<file path="src/rtl/membus_arbiter_pkg.sv">
// Shared definitions for the two-port memory-bus arbiter: state encoding,
// bus widths and the wait-state counter bounds.
package membus_arbiter_pkg;

  localparam int ADDR_W           = 32;
  localparam int DATA_W           = 32;
  localparam int READ_LATENCY_MAX = 7;
  localparam int CNT_W            = 3;

  localparam logic [CNT_W-1:0] CNT_ONE = 3'd1;

  typedef enum logic [1:0] {
    IDLE   = 2'd0,
    ACCESS = 2'd1,
    WAIT   = 2'd2,
    ACK    = 2'd3
  } state_e;

endpackage

</file>
<file path="src/rtl/membus_arbiter_rr_arbiter2.sv">
// Two-way round-robin grant; the pointer moves to the other port whenever a
// grant is accepted, so a lone requester is served regardless of the pointer.
module membus_arbiter_rr_arbiter2 (
  input  logic       clk_i,
  input  logic       reset_i,
  input  logic [1:0] req_i,
  input  logic       accept_i,
  output logic       valid_o,
  output logic       grant_idx_o
);

  logic ptr_q;
  logic ptr_d;

  // Grant selection: contention resolved by the pointer
  always_comb begin
    valid_o = req_i[0] | req_i[1];
    if (req_i[0] && req_i[1]) begin
      grant_idx_o = ptr_q;
    end else if (req_i[1]) begin
      grant_idx_o = 1'b1;
    end else begin
      grant_idx_o = 1'b0;
    end
  end

  // Pointer next-state
  always_comb begin
    if (accept_i && valid_o) begin
      ptr_d = ~grant_idx_o;
    end else begin
      ptr_d = ptr_q;
    end
  end

  // Pointer register
  always_ff @(posedge clk_i) begin
    if (reset_i) begin
      ptr_q <= 1'b0;
    end else begin
      ptr_q <= ptr_d;
    end
  end

endmodule

</file>
<file path="src/rtl/membus_arbiter.sv">
// Two-port memory-bus arbiter: serialises CPU and secondary-master accesses to
// the device bus with one-cycle strobes, optional read wait states and acks.
module membus_arbiter
  import membus_arbiter_pkg::*;
#(
  parameter int READ_LATENCY = 0,
  parameter int ADDR_WIDTH   = ADDR_W,
  parameter int DATA_WIDTH   = DATA_W
) (
  input  logic                  clk,
  input  logic                  reset,
  input  logic                  req0,
  input  logic                  we0,
  input  logic [ADDR_WIDTH-1:0] addr0,
  input  logic [DATA_WIDTH-1:0] wdata0,
  output logic                  ack0,
  output logic [DATA_WIDTH-1:0] rdata0,
  input  logic                  req1,
  input  logic                  we1,
  input  logic [ADDR_WIDTH-1:0] addr1,
  input  logic [DATA_WIDTH-1:0] wdata1,
  output logic                  ack1,
  output logic [DATA_WIDTH-1:0] rdata1,
  output logic                  Device_Read,
  output logic                  Device_Write,
  output logic [ADDR_WIDTH-1:0] MemBus_Address,
  output logic [DATA_WIDTH-1:0] MemBus_Write_Data,
  input  logic [DATA_WIDTH-1:0] Device_Read_Data,
  output logic                  busy
);

  // READ_LATENCY must stay within 0..READ_LATENCY_MAX to fit the counter.
  localparam logic [CNT_W-1:0] LOAD_CNT  = CNT_W'(READ_LATENCY);
  localparam bit               ZERO_WAIT = (READ_LATENCY == 0);

  state_e                state_q, state_d;
  logic                  gnt_q, gnt_d;
  logic                  we_q, we_d;
  logic [CNT_W-1:0]      cnt_q, cnt_d;
  logic [ADDR_WIDTH-1:0] addr_q, addr_d;
  logic [DATA_WIDTH-1:0] wdata_q, wdata_d;
  logic [DATA_WIDTH-1:0] rdata0_q, rdata0_d;
  logic [DATA_WIDTH-1:0] rdata1_q, rdata1_d;
  logic                  rd_q, rd_d, wr_q, wr_d;
  logic                  ack0_q, ack0_d, ack1_q, ack1_d;
  logic                  busy_q, busy_d;

  logic idle_s, arb_valid_s, arb_idx_s, grant_s, capture_s, sel_we_s;

  assign idle_s  = (state_q == IDLE);
  assign grant_s = idle_s & arb_valid_s;

  membus_arbiter_rr_arbiter2 u_arb (
    .clk_i       (clk),
    .reset_i     (reset),
    .req_i       ({req1, req0}),
    .accept_i    (idle_s),
    .valid_o     (arb_valid_s),
    .grant_idx_o (arb_idx_s)
  );

  // Read data is sampled in the strobe cycle or in the last wait cycle
  always_comb begin
    if (state_q == ACCESS) begin
      capture_s = ~we_q & ZERO_WAIT;
    end else if (state_q == WAIT) begin
      capture_s = (cnt_q == CNT_ONE);
    end else begin
      capture_s = 1'b0;
    end
  end

  // Next-state and wait counter
  always_comb begin
    state_d = state_q;
    cnt_d   = cnt_q;
    case (state_q)
      IDLE: begin
        if (arb_valid_s) begin
          state_d = ACCESS;
        end else begin
          state_d = IDLE;
        end
      end
      ACCESS: begin
        if (we_q || ZERO_WAIT) begin
          state_d = ACK;
        end else begin
          state_d = WAIT;
          cnt_d   = LOAD_CNT;
        end
      end
      WAIT: begin
        if (cnt_q == CNT_ONE) begin
          state_d = ACK;
        end else begin
          state_d = WAIT;
          cnt_d   = cnt_q - CNT_ONE;
        end
      end
      ACK:     state_d = IDLE;
      default: state_d = IDLE;
    endcase
  end

  // Next values of the registered bus, strobe, ack and read-data outputs
  always_comb begin
    gnt_d    = gnt_q;
    we_d     = we_q;
    addr_d   = addr_q;
    wdata_d  = wdata_q;
    sel_we_s = 1'b0;
    rd_d     = 1'b0;
    wr_d     = 1'b0;
    rdata0_d = rdata0_q;
    rdata1_d = rdata1_q;
    ack0_d   = 1'b0;
    ack1_d   = 1'b0;
    if (grant_s) begin
      if (arb_idx_s) begin
        sel_we_s = we1;
        addr_d   = addr1;
        wdata_d  = wdata1;
      end else begin
        sel_we_s = we0;
        addr_d   = addr0;
        wdata_d  = wdata0;
      end
      gnt_d = arb_idx_s;
      we_d  = sel_we_s;
      rd_d  = ~sel_we_s;
      wr_d  = sel_we_s;
    end else begin
      rd_d = 1'b0;
      wr_d = 1'b0;
    end
    if (capture_s) begin
      if (gnt_q) begin
        rdata1_d = Device_Read_Data;
      end else begin
        rdata0_d = Device_Read_Data;
      end
    end else begin
      rdata0_d = rdata0_q;
      rdata1_d = rdata1_q;
    end
    if (state_d == ACK) begin
      ack0_d = ~gnt_q;
      ack1_d = gnt_q;
    end else begin
      ack0_d = 1'b0;
      ack1_d = 1'b0;
    end
    busy_d = (state_d != IDLE);
  end

  // State register
  always_ff @(posedge clk) begin
    if (reset) begin
      state_q <= IDLE;
      cnt_q   <= '0;
    end else begin
      state_q <= state_d;
      cnt_q   <= cnt_d;
    end
  end

  // Datapath and output registers
  always_ff @(posedge clk) begin
    if (reset) begin
      gnt_q    <= 1'b0;
      we_q     <= 1'b0;
      addr_q   <= '0;
      wdata_q  <= '0;
      rdata0_q <= '0;
      rdata1_q <= '0;
      rd_q     <= 1'b0;
      wr_q     <= 1'b0;
      ack0_q   <= 1'b0;
      ack1_q   <= 1'b0;
      busy_q   <= 1'b0;
    end else begin
      gnt_q    <= gnt_d;
      we_q     <= we_d;
      addr_q   <= addr_d;
      wdata_q  <= wdata_d;
      rdata0_q <= rdata0_d;
      rdata1_q <= rdata1_d;
      rd_q     <= rd_d;
      wr_q     <= wr_d;
      ack0_q   <= ack0_d;
      ack1_q   <= ack1_d;
      busy_q   <= busy_d;
    end
  end

  assign ack0              = ack0_q;
  assign ack1              = ack1_q;
  assign rdata0            = rdata0_q;
  assign rdata1            = rdata1_q;
  assign Device_Read       = rd_q;
  assign Device_Write      = wr_q;
  assign MemBus_Address    = addr_q;
  assign MemBus_Write_Data = wdata_q;
  assign busy              = busy_q;

endmodule

</file>
<file path="config.mk">
export PLATFORM = sky130hd
export DESIGN_NAME = membus_arbiter
export DESIGN_NICKNAME = d
export VERILOG_FILES = /design/src/rtl/membus_arbiter_pkg.sv /design/src/rtl/membus_arbiter_rr_arbiter2.sv /design/src/rtl/membus_arbiter.sv
export SDC_FILE = /design/constraint.sdc
export NUM_CORES = 1
export LEC_CHECK = 0
export CAP_MARGIN = 20
export CORE_MARGIN = 1
export CORE_UTILIZATION = 36
export CTS_CLUSTER_DIAMETER = 100
export CTS_CLUSTER_SIZE = 16
export DETAILED_ROUTE_END_ITERATION = 8
export PLACE_DENSITY = 0.69
export REMOVE_ABC_BUFFERS = 1
export SLEW_MARGIN = 20
export SYNTH_ARGS = -nofsm -noshare
export SYNTH_HDL_FRONTEND = slang
export SYNTH_SLANG_ARGS = --single-unit
export TNS_END_PERCENT = 5
</file>
<file path="constraint.sdc">
create_clock -name clk -period 2.6 [get_ports clk]
set_input_delay 0.39 -clock clk [delete_from_list [all_inputs] [get_ports clk]]
set_output_delay 0.39 -clock clk [all_outputs]
set_load 0.02 [all_outputs]
</file>
==> metrics.md <==
| Metric | Value |
|---|---|
| Status | `completed` |
| RSZ-0062 raised after global routing | `no` |
| Hold Crit Class | `flop to flop` |
| Critical path startpoint category | `flop` |
| Initial antenna violation count | `2` |
| Routability cong. | `about 0.77` |
| CP Capture Type | `flop` |
| DR DRC count | `0` |
| Netlist cell types | `34` |
| Vias in the first global route | `about 6.7k` |
| Top-area cell type share of the netlist area | `0.3897` |
| R2R depth | `6` |
| Clock Latency Late Sink | `0.42 ns` |
| Fin. max-slew vios | `0` |
| WHS Path Cells | `2` |
| Post_cts resized | `0` |
| DRT Wirelength | `22880 um` |
| Final Power | `8762 uW` |
| Grt total ovfl | `0` |
| Peak VDD IR | `between 0.3 and 0.4 mV` |
| Root buf cell | `clkbuf_16` |
| Antenna viol nets, final | `0` |
| Num CTS Buffers | `17` |
| Nets | `1188` |
| Power per cell area | `between 700 and 800 nW/um^2` |
| Req. time, crit path | `2.88 ns` |
| Top-Level Pins | `299` |
| Placed Instances | `roughly 1.3k` |
| Port bufs | `298` |
| 1st-iter DRT viols | `roughly 380` |
| WL per Instance | `17.64 um` |
| # rows | `~50` |
| Fin crit share | `0.8420` |
| Die Wd | `~140 um` |
| RR Startpoint | `state_q[1]` |
| Hold_sp | `we_q` |
| Reg2Reg Setup Slack | `a little over 0.4 ns` |
| Register bit total from synthesis | `141` |
| Most frequent cell after synthesis | `dfxtp_1` |
| Ys flop type | `dfxtp_1` |
| Synth Area per Inst | `9.395 sq um` |
| EDFF count, synth | `0` |
| Iteration count of the initial detailed-routing pass | `5` |
| Crit Path Max Fanout | `43` |
| Number of failing hold endpoints at the final stage | `0` |
| Synthesized area | `between 7000 and 8000 sq um` |
| Largest area contributor in the netlist | `dfxtp_1` |
| # setup viols final | `0` |
| All-Layer GR Usage | `0.2206` |
| Via count | `between 7k and 8k` |
| Most frequent cells after synthesis | `141 x dfxtp_1, 97 x nor3b_1, 65 x nor3_1` |
| Synth-to-Final Area Change | `53.38%` |
| Clock Path Buffers | `2` |
| Register area share after synthesis | `0.3897` |
| LEAKAGE | `0.003972 uW` |
| Largest net degree at the start of global routing | `76` |
| Max-Cap Viols | `0` |
| CTS tree | `built` |
| Synth Instances | `just under 800` |
| Share of layout cells above drive strength 1 | `0.06414` |
| Worst-Margin Slew | `between 0.7 and 0.8 ns` |
| Die area | `20690 sq um` |
| Worst endpoint data arrival time | `2.47 ns` |
| Fraction of registers with async set/reset | `0` |
| Critical path class | `flop to flop` |
| Clk_skew | `0.01427 ns` |
| R2r endpoint | `rdata1[30]` |
| Core area | `19590 sq um` |
| Die H | `143.8 um` |
| H-tree depth | `4` |
| Post-DP HPWL | `15950 um` |
| Vias per inst | `5.557` |
| Worst slew margin relative to its limit | `0.5102` |
| F_max | `0.4568 GHz` |
| Synth top area cells | `dfxtp_1 39%, nor3b_1 10%, a221o_1 8.8%, nor3_1 4.5%, and4b_1 4.4%` |
| Yosys Warn Count | `0` |
| Post-CTS Setup Repair Bufs | `0` |
| Clock-pin slew on the worst setup and hold paths | `0.06 ns` |
| Global-route wire length before repair | `approximately 36000 um` |
| Non-Filler Instances | `1297` |
| Hold worst-path end | `we_q` |
| Starting density of the core | `0.3697` |
| Hold bufs inserted after CTS | `0` |
| Fin crit period | `2.189 ns` |
| TritonCTS Sinks | `around 140` |
-- stage by stage --
stage               cell area [sq um]  setup TNS [ns]  setup WS, ns  hold WS, ns    util
floorplan                        6810         -141.89        -1.975       0.4591       -
global placement                10510               0        0.4734       0.5006  0.5366
detailed placement              10510               0        0.3879       0.5089  0.5366
CTS                             11100               0        0.3843       0.5167  0.5667
global route                    11110               0        0.2395       0.5397  0.5670
finish                          11110               0        0.4107       0.5190  0.5671
-- worst max-delay path by stage --
stage                           from         end  slack, ns
after floorplan           state_q[0]   rdata1[0]      -1.98
after global placement    state_q[1]  rdata1[27]       0.47
after detailed placement  state_q[1]  rdata1[30]       0.39
after CTS                 state_q[1]  rdata1[30]       0.38
after global routing      state_q[1]  rdata1[19]       0.24
final                     state_q[1]  rdata1[30]       0.41
-- layout by cell type, fill, tap and decap left out, types with 6 or more instances in the layout --
cell	n
clkdlybuf4s50_1	297
dfxtp_1	140
nor3b_1	97
nor3_1	65
a221o_1	64
nand2b_1	36
nand2_1	35
nand3b_1	33
o31a_1	32
nand4b_1	32
o311ai_0	32
and4b_1	32
or4_1	32
clkbuf_16	17
buf_4	16
buf_12	11
nor2_1	7
inv_1	6
ha_1	6
-- logic make-up (layout without fill, tap and decap cells) --
| family | count (synthesis) | after routing | share of synthesized area |
|---|---|---|---|
| and+or+nand+nor | 376 | 376 | 0.3558 |
| muxes | 1 | 1 | 0.001382 |
| other | 0 | 3 | 0 |
| DFF | 141 | 141 | 0.3897 |
| adders and majority gates | 6 | 6 | 0.01036 |
| buffers and inverters | 105 | 363 | 0.06288 |
| AOI/OAI and AO/OA | 142 | 142 | 0.1798 |
-- cell type report --
type	count	area (sq um)
clock inverter	13	137.6
antenna	3	7.507
tap	265	331.6
multi-input combinational	525	4004
inverter	6	22.52
sequential	141	2826
clock buffer	19	452.9
timing repair buffer	325	3327
fill	1764	8481
-- where the power goes --
group	internal (uW)	total, uW	switching (uW)
registers	2640	2980	343
clock network	1470	2460	991
logic	1630	3320	1690
-- per-layer routing --
metal,track usage,part of all wire,vias to the layer above
met1,0.2752,0.42,3418
met4,0.06383,0.0094,0
li1,-,-,3529
met5,0,0,-
met3,0.08431,0.091,15
met2,0.3504,0.48,245
-- sequential cells by signal, summed over array words and instances, names as in the netlist --
signal and flops:
MemBus_Write_Data 32, Device_Read 1, ack0 1, u_arb.ptr_q 1, we_q 1, MemBus_Address 32, rdata1 32, ack1 1
gnt_q 1, Device_Write 1, busy 1, state_q 2, cnt_q 3, rdata0 32
-- critical path: stages (launching register included) --
cell       delay [ns]
dfxtp_1          0.33
inv_1            0.07
ha_1             0.24
nand4bb_4        0.42
buf_12           0.28
and4b_1          0.18
or4_1            0.52
Note: power is estimated with default switching activity, not from simulation.
